===== src/rtl/uart_rx.sv =====
// 8N1 UART receiver with two-flop input synchronizer and mid-bit sampling.
// Define UART_RX_FRAMING_CHECK_EN to flag low stop bits on o_Rx_Frame_Err instead of delivering the byte.
module uart_rx #(
  parameter int CLKS_PER_BIT = 434
) (
  input  logic       i_Clock,
  input  logic       i_Reset,
  input  logic       i_Rx_Serial,
  output logic       o_Rx_DV,
  output logic [7:0] o_Rx_Byte,
  output logic       o_Rx_Busy,
  output logic       o_Rx_Frame_Err
);

  localparam logic [9:0] LAST_CNT = 10'(CLKS_PER_BIT - 1);
  localparam logic [9:0] HALF_CNT = 10'((CLKS_PER_BIT - 1) / 2);

  typedef enum logic [2:0] {
    IDLE    = 3'd0,
    START   = 3'd1,
    DATA    = 3'd2,
    STOP    = 3'd3,
    CLEANUP = 3'd4
  } state_t;

  state_t      state, state_next;
  logic        rx_meta, rx_sync;
  logic [9:0]  clk_count, count_next;
  logic [2:0]  bit_index, index_next;
  logic [7:0]  shift_reg, shift_next;
  logic [7:0]  rx_byte, byte_next;
  logic        rx_dv, dv_next;
  logic        rx_busy, busy_next;
`ifdef UART_RX_FRAMING_CHECK_EN
  logic        frame_err, err_next;
`endif

  // Synchronizer idles high so reset never looks like a start bit
  always_ff @(posedge i_Clock or posedge i_Reset) begin
    if (i_Reset) begin
      rx_meta <= 1'b1;
      rx_sync <= 1'b1;
    end else begin
      rx_meta <= i_Rx_Serial;
      rx_sync <= rx_meta;
    end
  end

  always_ff @(posedge i_Clock or posedge i_Reset) begin
    if (i_Reset) begin
      state     <= IDLE;
      clk_count <= '0;
      bit_index <= '0;
      shift_reg <= '0;
      rx_byte   <= '0;
      rx_dv     <= 1'b0;
      rx_busy   <= 1'b0;
`ifdef UART_RX_FRAMING_CHECK_EN
      frame_err <= 1'b0;
`endif
    end else begin
      state     <= state_next;
      clk_count <= count_next;
      bit_index <= index_next;
      shift_reg <= shift_next;
      rx_byte   <= byte_next;
      rx_dv     <= dv_next;
      rx_busy   <= busy_next;
`ifdef UART_RX_FRAMING_CHECK_EN
      frame_err <= err_next;
`endif
    end
  end

  // Every state transition below also clears the bit-period counter
  always_comb begin
    state_next = state;
    count_next = clk_count;
    index_next = bit_index;
    shift_next = shift_reg;
    byte_next  = rx_byte;
    dv_next    = 1'b0;
    busy_next  = rx_busy;
`ifdef UART_RX_FRAMING_CHECK_EN
    err_next   = 1'b0;
`endif
    case (state)
      IDLE: begin
        count_next = '0;
        index_next = '0;
        if (!rx_sync) begin
          state_next = START;
          busy_next  = 1'b1;
        end
      end
      START: begin
        if (clk_count == HALF_CNT) begin
          count_next = '0;
          if (!rx_sync) begin
            state_next = DATA;
          end else begin
            state_next = IDLE;
            busy_next  = 1'b0;
          end
        end else begin
          count_next = clk_count + 10'd1;
        end
      end
      DATA: begin
        if (clk_count == LAST_CNT) begin
          count_next            = '0;
          shift_next[bit_index] = rx_sync;
          if (bit_index == 3'd7) begin
            state_next = STOP;
            index_next = '0;
          end else begin
            index_next = bit_index + 3'd1;
          end
        end else begin
          count_next = clk_count + 10'd1;
        end
      end
      STOP: begin
        if (clk_count == LAST_CNT) begin
          count_next = '0;
          state_next = CLEANUP;
`ifdef UART_RX_FRAMING_CHECK_EN
          if (rx_sync) begin
            byte_next = shift_reg;
            dv_next   = 1'b1;
          end else begin
            err_next = 1'b1;
          end
`else
          byte_next = shift_reg;
          dv_next   = 1'b1;
`endif
        end else begin
          count_next = clk_count + 10'd1;
        end
      end
      CLEANUP: begin
        // Wait for the line to go idle so a held-low break cannot retrigger
        count_next = '0;
        if (rx_sync) begin
          state_next = IDLE;
          busy_next  = 1'b0;
        end
      end
      default: begin
        state_next = IDLE;
        count_next = '0;
        index_next = '0;
        busy_next  = 1'b0;
      end
    endcase
  end

  assign o_Rx_DV   = rx_dv;
  assign o_Rx_Byte = rx_byte;
  assign o_Rx_Busy = rx_busy;
`ifdef UART_RX_FRAMING_CHECK_EN
  assign o_Rx_Frame_Err = frame_err;
`else
  assign o_Rx_Frame_Err = 1'b0;
`endif

endmodule


===== config.mk =====
export PLATFORM = sky130hd
export DESIGN_NAME = uart_rx
export DESIGN_NICKNAME = d
export VERILOG_FILES = /design/src/rtl/uart_rx.sv
export SDC_FILE = /design/constraint.sdc
export NUM_CORES = 1
export LEC_CHECK = 0
export ABC_AREA = 1
export CORE_MARGIN = 2
export CORE_UTILIZATION = 58
export DETAILED_ROUTE_END_ITERATION = 10
export PLACE_DENSITY = 0.79
export SLEW_MARGIN = 10
export SYNTH_ARGS = -nofsm -noshare
export SYNTH_HDL_FRONTEND = slang
export SYNTH_SLANG_ARGS = --single-unit

===== constraint.sdc =====
create_clock -name i_Clock -period 2.6 [get_ports i_Clock]
set_input_delay 0.65 -clock i_Clock [delete_from_list [all_inputs] [get_ports i_Clock]]
set_output_delay 0.65 -clock i_Clock [all_outputs]
set_load 0.03 [all_outputs]

==> results.sh <==
export IMPL_cts_root_buf="clkbuf_4"
export IMPL_die_width_um=60.54
export IMPL_cap_violations=0
export IMPL_cp_top_family="buffers and inverters"
export IMPL_status="finished, final reports clean"
export IMPL_cp_slowest_cell="clkdlybuf4s50_1"
export IMPL_crit_buf_inv=1
export IMPL_crit_path_cell_trace="clkdlybuf4s50_1"
export IMPL_die_h_um=60.54
export IMPL_hp_start="rx_meta"
export IMPL_max_stage_delay_ns=0.67
export IMPL_whs_path_depth=0
export IMPL_reg2reg_to="state[1]"
export IMPL_n_fill_cell=269
export IMPL_min_to="rx_sync"
export IMPL_antennaDiodeCount=0
export IMPL_postCtsHoldBufs=0
export IMPL_cp_max_fo=2
export IMPL_cts_tree="done"
export IMPL_cts_setup_buffers=0
export IMPL_postRouteAntennaNets=0
export IMPL_reg2regPathDepth=11
export IMPL_firstDrtPassIters=4
export IMPL_port_buffers=12
export IMPL_h_tree_depth=2
export IMPL_ir_drop_mv=0.3085
export IMPL_syn2layout_area_growth_pct=12.62
export IMPL_syn_inst=240
export IMPL_rrSetupSlack_ns=0.96
export IMPL_cts_made_buffers=5
export IMPL_tns_ns=0
export IMPL_cts_resized=0
export IMPL_p_leak_nw=1.004
export IMPL_grt_use_total=0.1974
export IMPL_fmax_mhz=494.0
export IMPL_synthesis_nets=248
export IMPL_maxSlewViolCount=0
export IMPL_num_vias=1434
export IMPL_finalCriticalPeriod_ns=2.024
export IMPL_syn_cell_area_um2=1854
export IMPL_skew_ns=0.004451
export IMPL_viasPerCell=4.764
export IMPL_grt_pass1_wl_um=5388
export IMPL_ys_ff_latch=36
export IMPL_regArea_um2=903.4
export IMPL_initial_core_util=0.6074
export IMPL_p_per_area_nw_per_um2=466.5
export IMPL_period_share=0.7786
export IMPL_ioPinCount=14
export IMPL_critical_path_class="flip-flop to output port"
export IMPL_r2r_start="clk_count[1]"
export IMPL_drc_errors=0
export IMPL_cts_path_max_buffers=2
export IMPL_required_ns=1.95
export IMPL_ys_types=23
export IMPL_drt_initial_drc_count=65
export IMPL_drive_gt1_frac=0.1012
export IMPL_multi_input_area_um2=794.5
export IMPL_yosys_warnings=0
export IMPL_cp_start_kind="flip-flop"
export IMPL_antenna_found_initial=0
export IMPL_setup_violations=0
export IMPL_arrival_ns=1.37
export IMPL_clk_pin_slew_ns=0.11
export IMPL_place_congestion=0.8581
export IMPL_core_area_um2=3053
export IMPL_hold_viol_final=0
export IMPL_cts_sinks=36
export IMPL_yosysSeqAreaShare=0.4872
export IMPL_final_cell_mix="nand2_1, nor2_1, dfrtp_1, inv_1, nand3_1"
export IMPL_final_common_cell="nand2_1"
export IMPL_rows=20
export IMPL_total_power_uw=974.2
export IMPL_nets=264
export IMPL_gr_total_overflow=0
export IMPL_rsz0062_at_grt="false"
export IMPL_hp_class="flip-flop to flip-flop"
export IMPL_largest_register_ffs=10
export IMPL_drt_wl_total_um=3014
export IMPL_wl_per_cell_um=10.01
export IMPL_die_area_um2=3665
export IMPL_grt_pass1_vias=1277
export IMPL_placed_cells=293
export IMPL_grt_start_max_net_pins=37
export IMPL_dp_hpwl_um=2184
export IMPL_syn_mean_instance_area_um2=7.726
export IMPL_instances_no_fill=301
export IMPL_clk_latency_ns=0.34
export IMPL_critPathCaptureType="output port"
synth_stat cells (all sizes together):
library cell  instances  area share
nor3                  3      0.0081
dfrtp                34        0.46
inv                  34       0.069
nand3                23       0.067
o21ai                12       0.032
dfstp                 2       0.028
xor2                  4       0.019
ha                    5       0.034
nor2                 39       0.096
conb                  1      0.0020
xnor2                 1      0.0047
and3                  1      0.0034
a21oi                 1      0.0027
nand2                75        0.16
nor4                  1      0.0034
buf                   4       0.016
worst max-delay path by stage:
| stage | start | cells after the start | to | slack (ns) |
|---|---|---|---|---|
| after global placement | o_Rx_Busy | 1 | o_Rx_Busy | 0.96 |
| after global routing | o_Rx_Byte[6] | 1 | o_Rx_Byte[6] | 0.51 |
| after CTS | o_Rx_Byte[2] | 1 | o_Rx_Byte[2] | 0.56 |
| final | o_Rx_Busy | 1 | o_Rx_Busy | 0.58 |
| after floorplan | i_Reset | 1 | bit_index[0] | 1.15 |
| after detailed placement | o_Rx_Byte[2] | 1 | o_Rx_Byte[2] | 0.95 |
cells by family after synthesis:
logic type,Yosys count,share of synthesized area
XOR/XNOR,5,0.02362
adder cells (fa/ha/maj),5,0.03374
other,1,0.002022
AO/OA/AOI/OAI,13,0.03509
flip-flops,36,0.4872
buffers and inverters,38,0.08435
AND/OR/NAND/NOR,142,0.3340
layout make-up:
class                      count  share of cell area
timing repair buffer          13             0.06111
inverter                      34             0.06111
sequential                    36              0.4326
tap                           44             0.02636
clock buffer                   5             0.01797
multi-input combinational    166              0.3805
clock inverter                 3             0.02037
per-stage QoR:
step	hold slack [ns]	setup slack (ns)	utilization	cell area, um^2
finish	0.3627	0.5757	0.6840	2088
global route	0.3662	0.5129	0.6840	2088
CTS	0.3640	0.5569	0.6840	2088
detailed placement	0.3476	0.9486	0.6578	2008
global placement	0.3470	0.9579	0.6578	2008
floorplan	0.3452	1.149	-	1854
layer usage:
| metal | track usage | share of wire |
|---|---|---|
| met2 | 0.2997 | 0.43 |
| met1 | 0.2743 | 0.52 |
| met5 | 0 | 0 |
| met3 | 0.05117 | 0.035 |
| met4 | 0.07453 | 0.017 |
power breakdown:
group | switching [mW] | internal, mW | total (mW)
logic | 0.0159 | 0.00537 | 0.0212
registers | 0.00244 | 0.563 | 0.565
clock network | 0.188 | 0.200 | 0.388
No activity file was read; power rests on OpenSTA's default activity.
